File: src/rtl/datamem_arbiter_pkg.sv
// Shared types and constants for the two-master data memory burst arbiter.
package datamem_arbiter_pkg;

   typedef enum logic {
      ARB_IDLE = 1'b0,
      ARB_BUSY = 1'b1
   } arb_state_t;

   localparam int   WORD_BYTES = 4;
   localparam logic M_CPU      = 1'b0;
   localparam logic M_DMA      = 1'b1;

endpackage

File: src/rtl/datamem_arbiter_if.sv
// Master-side burst request/response signals plus the single-port memory bus.
interface datamem_arbiter_if #(
   parameter int WORD_SIZE = 32,
   parameter int LEN_W     = 4
);
   logic                 m0_req;
   logic                 m0_we;
   logic [WORD_SIZE-1:0] m0_addr;
   logic [LEN_W-1:0]     m0_len;
   logic [WORD_SIZE-1:0] m0_wd;
   logic                 m0_gnt;
   logic                 m0_rvalid;
   logic [WORD_SIZE-1:0] m0_rdata;

   logic                 m1_req;
   logic                 m1_we;
   logic [WORD_SIZE-1:0] m1_addr;
   logic [LEN_W-1:0]     m1_len;
   logic [WORD_SIZE-1:0] m1_wd;
   logic                 m1_gnt;
   logic                 m1_rvalid;
   logic [WORD_SIZE-1:0] m1_rdata;

   logic                 mem_we;
   logic [WORD_SIZE-1:0] mem_addr;
   logic [WORD_SIZE-1:0] mem_wd;
   logic [WORD_SIZE-1:0] mem_rd;

   modport slave (
      input  m0_req, m0_we, m0_addr, m0_len, m0_wd,
      input  m1_req, m1_we, m1_addr, m1_len, m1_wd,
      input  mem_rd,
      output m0_gnt, m0_rvalid, m0_rdata,
      output m1_gnt, m1_rvalid, m1_rdata,
      output mem_we, mem_addr, mem_wd
   );

   modport master (
      output m0_req, m0_we, m0_addr, m0_len, m0_wd,
      output m1_req, m1_we, m1_addr, m1_len, m1_wd,
      output mem_rd,
      input  m0_gnt, m0_rvalid, m0_rdata,
      input  m1_gnt, m1_rvalid, m1_rdata,
      input  mem_we, mem_addr, mem_wd
   );

endinterface

File: src/rtl/datamem_arbiter_rr_pick2.sv
// Combinational 2-way burst picker; round-robin by default, fixed m0 priority
// when DATAMEM_ARB_PRIO_EN is defined.
module rr_pick2
   import datamem_arbiter_pkg::*;
(
   input  logic req0,
   input  logic req1,
   input  logic last,
   output logic valid,
   output logic winner
);

   always_comb begin
      valid  = req0 | req1;
      winner = M_CPU;
`ifdef DATAMEM_ARB_PRIO_EN
      if (!req0 && req1)
         winner = M_DMA;
`else
      // on contention the master that did not own the previous burst wins
      if (req0 && req1)
         winner = ~last;
      else if (req1)
         winner = M_DMA;
`endif
   end

endmodule

File: src/rtl/datamem_arbiter.sv
// Two-master burst arbiter in front of the single-port data memory.
// Arbitration policy selected by DATAMEM_ARB_PRIO_EN (see rr_pick2).
//
// state    | meaning
// ARB_IDLE | no grant, sample requests, latch winner's burst
// ARB_BUSY | one beat per cycle for owner until cnt reaches zero
module datamem_arbiter
   import datamem_arbiter_pkg::*;
#(
   parameter int WORD_SIZE = 32,
   parameter int LEN_W     = 4
)(
   input  logic             clk,
   input  logic             rst,
   datamem_arbiter_if.slave bus
);

   arb_state_t           state;
   logic                 owner;
   logic                 owner_we;
   logic                 last;
   logic [LEN_W-1:0]     cnt;
   logic [WORD_SIZE-1:0] cur_addr;
   logic                 pick_valid;
   logic                 pick_winner;
   logic                 busy;
   logic                 rd_beat0;
   logic                 rd_beat1;

   rr_pick2 u_pick (
      .req0   (bus.m0_req),
      .req1   (bus.m1_req),
      .last   (last),
      .valid  (pick_valid),
      .winner (pick_winner)
   );

   assign busy     = (state == ARB_BUSY);
   assign rd_beat0 = busy & ~owner_we & (owner == M_CPU);
   assign rd_beat1 = busy & ~owner_we & (owner == M_DMA);

   assign bus.m0_gnt   = busy & (owner == M_CPU);
   assign bus.m1_gnt   = busy & (owner == M_DMA);
   assign bus.mem_we   = busy & owner_we;
   assign bus.mem_addr = busy ? cur_addr : '0;
   assign bus.mem_wd   = !busy ? '0 : ((owner == M_DMA) ? bus.m1_wd : bus.m0_wd);

   always_ff @(posedge clk or posedge rst) begin
      if (rst) begin
         state         <= ARB_IDLE;
         owner         <= M_CPU;
         owner_we      <= 1'b0;
         last          <= M_DMA;
         cnt           <= '0;
         cur_addr      <= '0;
         bus.m0_rvalid <= 1'b0;
         bus.m1_rvalid <= 1'b0;
         bus.m0_rdata  <= '0;
         bus.m1_rdata  <= '0;
      end else begin
         bus.m0_rvalid <= rd_beat0;
         bus.m1_rvalid <= rd_beat1;
         if (rd_beat0)
            bus.m0_rdata <= bus.mem_rd;
         if (rd_beat1)
            bus.m1_rdata <= bus.mem_rd;

         case (state)
            ARB_IDLE: begin
               if (pick_valid) begin
                  owner    <= pick_winner;
                  owner_we <= (pick_winner == M_DMA) ? bus.m1_we  : bus.m0_we;
                  cnt      <= (pick_winner == M_DMA) ? bus.m1_len : bus.m0_len;
                  // byte offset within the word is dropped at capture
                  cur_addr <= ((pick_winner == M_DMA) ? bus.m1_addr : bus.m0_addr)
                              & ~WORD_SIZE'(WORD_BYTES - 1);
                  state    <= ARB_BUSY;
               end
            end
            ARB_BUSY: begin
               if (cnt == '0) begin
                  state <= ARB_IDLE;
                  last  <= owner;
               end else begin
                  cnt      <= cnt - LEN_W'(1);
                  cur_addr <= cur_addr + WORD_SIZE'(WORD_BYTES);
               end
            end
            default: state <= ARB_IDLE;
         endcase
      end
   end

endmodule

File: src/flat_wrapper.sv
// flat-port wrapper written by rule: the top's interface ports become plain ports
module datamem_arbiter_flat import datamem_arbiter_pkg::*;
#(
   parameter int WORD_SIZE = 32,
   parameter int LEN_W     = 4
)
  (clk, rst, bus_m0_req, bus_m0_we, bus_m0_addr, bus_m0_len, bus_m0_wd, bus_m1_req, bus_m1_we, bus_m1_addr, bus_m1_len, bus_m1_wd, bus_mem_rd, bus_m0_gnt, bus_m0_rvalid, bus_m0_rdata, bus_m1_gnt, bus_m1_rvalid, bus_m1_rdata, bus_mem_we, bus_mem_addr, bus_mem_wd);
  datamem_arbiter_if #(.WORD_SIZE(WORD_SIZE), .LEN_W(LEN_W)) bus_i ();
  input  logic clk;
  input  logic rst;
  input wire logic [$bits(bus_i.m0_req)-1:0] bus_m0_req;
  input wire logic [$bits(bus_i.m0_we)-1:0] bus_m0_we;
  input wire logic [$bits(bus_i.m0_addr)-1:0] bus_m0_addr;
  input wire logic [$bits(bus_i.m0_len)-1:0] bus_m0_len;
  input wire logic [$bits(bus_i.m0_wd)-1:0] bus_m0_wd;
  input wire logic [$bits(bus_i.m1_req)-1:0] bus_m1_req;
  input wire logic [$bits(bus_i.m1_we)-1:0] bus_m1_we;
  input wire logic [$bits(bus_i.m1_addr)-1:0] bus_m1_addr;
  input wire logic [$bits(bus_i.m1_len)-1:0] bus_m1_len;
  input wire logic [$bits(bus_i.m1_wd)-1:0] bus_m1_wd;
  input wire logic [$bits(bus_i.mem_rd)-1:0] bus_mem_rd;
  output wire logic [$bits(bus_i.m0_gnt)-1:0] bus_m0_gnt;
  output wire logic [$bits(bus_i.m0_rvalid)-1:0] bus_m0_rvalid;
  output wire logic [$bits(bus_i.m0_rdata)-1:0] bus_m0_rdata;
  output wire logic [$bits(bus_i.m1_gnt)-1:0] bus_m1_gnt;
  output wire logic [$bits(bus_i.m1_rvalid)-1:0] bus_m1_rvalid;
  output wire logic [$bits(bus_i.m1_rdata)-1:0] bus_m1_rdata;
  output wire logic [$bits(bus_i.mem_we)-1:0] bus_mem_we;
  output wire logic [$bits(bus_i.mem_addr)-1:0] bus_mem_addr;
  output wire logic [$bits(bus_i.mem_wd)-1:0] bus_mem_wd;
  assign bus_i.m0_req = bus_m0_req;
  assign bus_i.m0_we = bus_m0_we;
  assign bus_i.m0_addr = bus_m0_addr;
  assign bus_i.m0_len = bus_m0_len;
  assign bus_i.m0_wd = bus_m0_wd;
  assign bus_i.m1_req = bus_m1_req;
  assign bus_i.m1_we = bus_m1_we;
  assign bus_i.m1_addr = bus_m1_addr;
  assign bus_i.m1_len = bus_m1_len;
  assign bus_i.m1_wd = bus_m1_wd;
  assign bus_i.mem_rd = bus_mem_rd;
  assign bus_m0_gnt = bus_i.m0_gnt;
  assign bus_m0_rvalid = bus_i.m0_rvalid;
  assign bus_m0_rdata = bus_i.m0_rdata;
  assign bus_m1_gnt = bus_i.m1_gnt;
  assign bus_m1_rvalid = bus_i.m1_rvalid;
  assign bus_m1_rdata = bus_i.m1_rdata;
  assign bus_mem_we = bus_i.mem_we;
  assign bus_mem_addr = bus_i.mem_addr;
  assign bus_mem_wd = bus_i.mem_wd;
  datamem_arbiter #(.WORD_SIZE(WORD_SIZE), .LEN_W(LEN_W)) u_core (.clk(clk), .rst(rst), .bus(bus_i));
endmodule
File: config.mk
export PLATFORM = sky130hd
export DESIGN_NAME = datamem_arbiter_flat
export DESIGN_NICKNAME = d
export VERILOG_FILES = /design/src/rtl/datamem_arbiter_pkg.sv /design/src/rtl/datamem_arbiter_if.sv /design/src/rtl/datamem_arbiter_rr_pick2.sv /design/src/rtl/datamem_arbiter.sv /design/src/flat_wrapper.sv
export SDC_FILE = /design/constraint.sdc
export NUM_CORES = 1
export LEC_CHECK = 0
export ABC_AREA = 1
export CAP_MARGIN = 30
export CORE_ASPECT_RATIO = 0.7
export CORE_MARGIN = 3
export CORE_UTILIZATION = 41
export CTS_CLUSTER_DIAMETER = 120
export DETAILED_ROUTE_END_ITERATION = 10
export PLACE_DENSITY = 0.79
export SLEW_MARGIN = 20
export SYNTH_ARGS = -nofsm -noshare
export SYNTH_HDL_FRONTEND = slang
export SYNTH_HIERARCHICAL = 1
export SYNTH_SLANG_ARGS = --single-unit
export TNS_END_PERCENT = 20
File: constraint.sdc
create_clock -name clk -period 4.9 [get_ports clk]
set_clock_uncertainty 0.15 [all_clocks]
set_input_delay 0.49 -clock clk [delete_from_list [all_inputs] [get_ports clk]]
set_output_delay 0.49 -clock clk [all_outputs]
set_load 0.02 [all_outputs]
==> impl_metrics.toml, run 1 <==
[pwr]
p_clk_share_pct = 11.2
p_leak_nw = 4.54
power.density_nw_per_um2 = 707
p_total_w = 0.00683
p_seq_share_pct = 24.5
ir_drop_mv = 0.372
switchingPower_w = 0.00326
netSwitchingFraction_pct = 47.7
p_int_w = 0.00357
p_comb_share_pct = 64.3

[critical_path]
cp_max_fo = 44
startpoint = "u_core/busy"
crit_path_end = "bus_mem_wd[7]"
cp_slowest_stage_delay_ns = 0.66
crit_slowest_cell = "clkdlybuf4s50_1"
reg2regPathDepth = 9
cp_cell_sequence = "buf_4 > inv_2 > nor2_4 > a22o_1 > clkdlybuf4s50_1"
crit_path_start_kind = "flop"
cp.arrival_ns = 3.04
ff2ff_setup_slack_ns = 1.55
end_kind = "output pin"
r2r-end = "u_core/cur_addr[20]"
r2r-start = "u_core/busy"
crit_type = "reg -> out"
cp.required_ns = 4.26

[clock_tree]
numCtsBuffers = 9
cts_num_sinks = 104
clkTransAtPathRegs_ns = 0.08
cts_buffer_depth = 2
clkLatencyLatePin_ns = 0.35
hold_buffers = 0
htree_levels = 3
clockRootBuffer = "clkbuf_16"
post_cts.repair.setup_buffers = 0
post_cts_resized = 0
cts_tree = "built"

[min_path]
hold_class = "in -> async"

[sta]
whs_ns = 0.315
tns_ns = 0
min_period_over_period_pct = 75.1
hold_viol_final = 0
worstMarginPinSlew_ns = 0.825
fmax_mhz = 272
rsz0062_at_grt = "false"
fin_ws_ns = 1.22
slew_violations = 0
slew_headroom_pct = 44.9
setup_viol = 0
period_needed_ns = 3.68

[routing]
via_count = 6596
wl_met1_um = 10000
drc = 0
post_drt_wl_per_cell_um = 16.5
wl_met2_um = 10000
ant_nets = 0
met3_length_um = 1620
viasPerCell = 4.94
first_pass_iters = 5
drt_wl_total_um = 22000
top_layer = "met4"
drt_iter0_drc = 521

[grt]
gr-total-overflow = 0
antenna_found_initial = 0
grt_use_total_pct = 26.1
grt_pass1_vias = 6191
grt_pass1_wl_um = 34300
grt_max_degree = 68

[outcome]
status = "finished, final reports clean"

[place]
gp_congestion = 0.971
hpwlAfterDp_um = 16700
place_area_um2 = 9250
io_buffers = 300
place_ws_ns = 1.56

[floorplanning]
initial_core_util_pct = 43.1
rows = 36
io_pins = 307
die_x_um = 152
die_area_um2 = 16500
die_h_um = 109
core_um2 = 14300

[cells_and_area]
num-fill-cells = 1224
areaGrowthSynthToFinish_pct = 56.7
fin_area_um2 = 9650
final_nets = 1318
final_layout_size_suffix_gt1_share_pct = 5.93
diodes = 0

[yosys]
ys_warn_count = 6
ys_seq_area_share_pct = 42.3
synth_cell_types = 35
synth.area.top_cells = "dfrtp_1, nand2_1, nor2_1, inv_1, o21ai_1"
synth_top_area_share_pct = 41.9
netlist_area_um2 = 6160
synthCells = 865
yosysTopAreaCell = "dfrtp_1"
synth_seq_cells = 104
synth_area_per_cell_um2 = 7.12

[job]
maxCapViolCount = 0
## worst min-delay path by stage
stage / to / slack [ns]
after global routing: u_core/bus.m1_rdata[29] / 0.33
after floorplan: u_core/last / 0.32
after global placement: u_core/bus.m1_rdata[27] / 0.31
after CTS: u_core/bus.m0_rdata[7] / 0.35
final: u_core/bus.m1_rdata[29] / 0.31
after detailed placement: u_core/bus.m0_rdata[7] / 0.33
## power by group through the flow
| stage | registers, W | logic [W] | clock network (W) |
|---|---|---|---|
| 2_1_floorplan | 0.00192 | 0.00226 | 0 |
| 3_3_place_gp | 0.00166 | 0.00425 | 0 |
| 3_5_place_dp | 0.00168 | 0.00435 | 0 |
| 4_1_cts | 0.00167 | 0.00436 | 0.000783 |
| 5_1_grt | 0.00174 | 0.00477 | 0.000823 |
| 6_report | 0.00167 | 0.00439 | 0.000763 |
## logic make-up after synthesis
| group | Yosys count | share of synthesized area, % |
|---|---|---|
| AOI/OAI and AO/OA | 187 | 17.7 |
| xor gates and xnor gates | 1 | 0.142 |
| adders and majority gates | 3 | 0.610 |
| buffers and inverters | 161 | 10.7 |
| DFF | 104 | 42.3 |
| other | 1 | 0.0609 |
| and+or+nand+nor | 408 | 28.5 |
## placed cells by master, fill, tap and decap left out, types with 9 or more instances in the layout
cell type	count
inv_1	108
clkbuf_16	9
a22o_1	32
clkdlybuf4s50_1	300
nand2_1	203
dfrtp_1	102
a21oi_1	21
nor2_1	135
o21ai_1	65
o21ai_0	54
nor2_4	10
nand3_1	31
## sequential cells by signal, indices dropped and copies added (netlist names)
| signal | flops |
|---|---|
| u_core/bus.m1_rvalid | 1 |
| u_core/bus.m1_rdata | 32 |
| u_core/cur_addr | 30 |
| u_core/bus.m0_rdata | 32 |
| u_core/cnt | 4 |
| u_core/bus.m0_rvalid | 1 |
| u_core/last | 1 |
| u_core/owner | 1 |
| u_core/busy | 1 |
| u_core/owner_we | 1 |
## metrics by stage
step | util [%] | instances
after floorplan | - | 866
after global placement | 64.6 | 1316
after detailed placement | 64.8 | 1317
after CTS | 67.1 | 1333
after global routing | 67.6 | 1336
final | 67.6 | 1336
## metal layers
layer	track usage, %	vias to the layer above
met5	0	-
met1	36.4	3041
met2	41.8	237
li1	-	3295
met4	5.09	0
met3	6.80	23
## Yosys cell counts (all sizes together)
cell type,instances
nand3,33
a22o,32
and2,1
or2,9
conb,1
nor2,150
dfrtp,103
clkbuf,7
ha,3
clkinv,1
nand4,4
a22oi,3
nand2,210
o21ai,120
buf,37
a32oi,1
dfstp,1
inv,116
nand3b,1
o22ai,6
o21bai,1
a21oi,24
xnor2,1
## area by class of cell
| class | instances | area (um2) | area share [%] |
|---|---|---|---|
| clock buffers | 9 | 225 | 2.33 |
| clock inverters | 7 | 101 | 1.05 |
| inverters | 117 | 442 | 4.58 |
| multi-input cells | 601 | 2900 | 30.1 |
| flip-flops and latches | 104 | 2610 | 27.0 |
| well taps | 190 | 238 | 2.46 |
| repair buffers | 308 | 3140 | 32.5 |
## critical path, delay by kind of cell (launching register included)
family          cells  cell delay, ns
flops               1            0.55
compound gates      1            0.25
buf+inv             3            1.23
simple gates        1            0.64
(Power assumes the default switching activity.)
==> run 2: changes to the inputs <==
==> constraint.sdc (replaced) <==
create_clock -name clk -period 3.6 [get_ports clk]
set_clock_uncertainty 0.15 [all_clocks]
set_input_delay 0.36 -clock clk [delete_from_list [all_inputs] [get_ports clk]]
set_output_delay 0.36 -clock clk [all_outputs]
set_load 0.02 [all_outputs]
==> run 2 against run 1 <==
  * Clock power up 35%
  * Final cell count about the same
  * Utilization down 0.26 points
  * First-iteration DRC count shrank 11%
  * Via count shrank 1.5%
  * Largest power group unchanged
==> impl_metrics.toml, run 2 (synthesis results as in run 1) <==
[critical_path]
cp.arrival_ns = 2.52
end_kind = "output pin"
reg2regPathDepth = 8
cp_max_fo = 34
cp.required_ns = 3.09
crit_path_start_kind = "flop"
crit_type = "reg -> out"
cp_slowest_stage_delay_ns = 0.62
crit_slowest_cell = "nor2_4"
cp_cell_sequence = "inv_2 > nor2_4 > a22o_1 > clkdlybuf4s50_1"

[routing]
post_drt_wl_per_cell_um = 16.3
drc = 0
via_count = 6498
first_pass_iters = 4
ant_nets = 0
viasPerCell = 4.86
drt_wl_total_um = 21800
drt_iter0_drc = 462

[grt]
antenna_found_initial = 0
grt_pass1_vias = 6127
grt_max_degree = 67
grt_use_total_pct = 26.0
gr-total-overflow = 0
grt_pass1_wl_um = 34200

[cells_and_area]
areaGrowthSynthToFinish_pct = 56.1
num-fill-cells = 1272
final_nets = 1319
reg_top3 = "u_core/bus.m0_rdata (32), u_core/bus.m1_rdata (32), u_core/cur_addr (30)"
layout_commonest_cell = "clkdlybuf4s50_1"
diodes = 0
final_cell_mix = "clkdlybuf4s50_1, nand2_1, nor2_1"
final_layout_size_suffix_gt1_share_pct = 6.02

[pwr]
p_seq_share_pct = 24.6
p_leak_nw = 4.52
p_int_w = 0.00483
ir_drop_mv = 0.495
netSwitchingFraction_pct = 47.7
p_clk_share_pct = 11.2
p_comb_share_pct = 64.2
switchingPower_w = 0.00441
power.density_nw_per_um2 = 961

[min_path]
hold_depth = 2
hold_class = "reg -> reg"

[job]
maxCapViolCount = 0

[sta]
setup_viol = 0
slew_violations = 0
fin_ws_ns = 0.565
fmax_mhz = 330
slew_headroom_pct = 45.3
rsz0062_at_grt = "false"
min_period_over_period_pct = 84.3
tns_ns = 0
worstMarginPinSlew_ns = 0.818
period_needed_ns = 3.03
hold_viol_final = 0

[clock_tree]
clkTransAtPathRegs_ns = 0.08
hold_buffers = 0
post_cts_resized = 0
cts_num_sinks = 104
cts_tree = "built"
htree_levels = 3
clkLatencyLatePin_ns = 0.34
clockRootBuffer = "clkbuf_16"
numCtsBuffers = 9
post_cts.repair.setup_buffers = 0
cts_buffer_depth = 2

[floorplanning]
initial_core_util_pct = 43.1
io_pins = 307
die_x_um = 152
rows = 36
core_um2 = 14300
die_area_um2 = 16500
die_h_um = 109

[place]
gp_congestion = 1.01
hpwlAfterDp_um = 16700
place_ws_ns = 0.906
io_buffers = 300

[outcome]
status = "finished, final reports clean"
-- run 2: cell types whose count changed in the layout (fill, tap and decap cells not counted) --
cell,previous run,this run
buf_16,3,0
buf_4,4,7
inv_6,1,0
inv_12,2,1
buf_12,1,2
inv_8,1,2
clkinv_8,3,4
-- run 2: path summary, 6_finish.rpt --
path / from / endpoint / slack [ns]
worst min register to register: u_core/bus.m1_rdata[20] / u_core/bus.m1_rdata[20] / 0.34
min in group asynchronous: rst / u_core/bus.m0_rdata[15] / 0.38
max in group asynchronous: rst / u_core/cur_addr[20] / 2.09
worst max-delay path: u_core/busy / bus_mem_wd[29] / 0.57
worst max register to register: u_core/busy / u_core/cur_addr[20] / 1.31
worst min-delay path: u_core/bus.m1_rdata[20] / u_core/bus.m1_rdata[20] / 0.34
-- run 2: critical path: cells and delay by family (launching register included) --
family          cells  cell delay, ns
compound gates      1            0.28
simple gates        1            0.62
flops               1            0.55
buf+inv             2            0.71
-- run 2: cell type report --
type | count | area [um2] | share of cell area, %
Inverter | 117 | 442 | 4.60
Clock buffer | 9 | 225 | 2.34
Timing Repair Buffer | 309 | 3100 | 32.2
Clock inverter | 7 | 104 | 1.08
Multi-Input combinational cell | 601 | 2900 | 30.2
Sequential cell | 104 | 2610 | 27.1
Tap cell | 190 | 238 | 2.47
-- run 2: power groups by stage --
stage          Combinational [W]  Sequential, W  Clock [W]
2_1_floorplan            0.00307        0.00261          0
3_3_place_gp             0.00579        0.00227          0
3_5_place_dp             0.00589        0.00229          0
4_1_cts                  0.00590        0.00227    0.00105
5_1_grt                  0.00646        0.00237    0.00110
6_report                 0.00593        0.00227    0.00103
-- run 2: routing by layer --
| metal | GRT usage [%] | vias up | share of wire (%) |
|---|---|---|---|
| met4 | 5.09 | 0 | 1.2 |
| met2 | 40.7 | 263 | 45 |
| met1 | 37.2 | 2937 | 46 |
| met5 | 0 | - | 0 |
| met3 | 6.36 | 14 | 7.6 |
| li1 | - | 3284 | - |
-- run 2: stage by stage --
| stage | utilization [%] | instances | total power (W) | cell area, um2 | hold WS (ns) |
|---|---|---|---|---|---|
| final | 67.3 | 1337 | 0.00923 | 9610 | 0.341 |
| after global routing | 67.3 | 1337 | 0.00992 | 9610 | 0.370 |
| after CTS | 67.0 | 1335 | 0.00923 | 9570 | 0.347 |
| after detailed placement | 64.7 | 1319 | 0.00817 | 9240 | 0.327 |
| after global placement | 64.7 | 1319 | 0.00805 | 9240 | 0.315 |
| after floorplan | - | 866 | 0.00569 | 6160 | 0.316 |
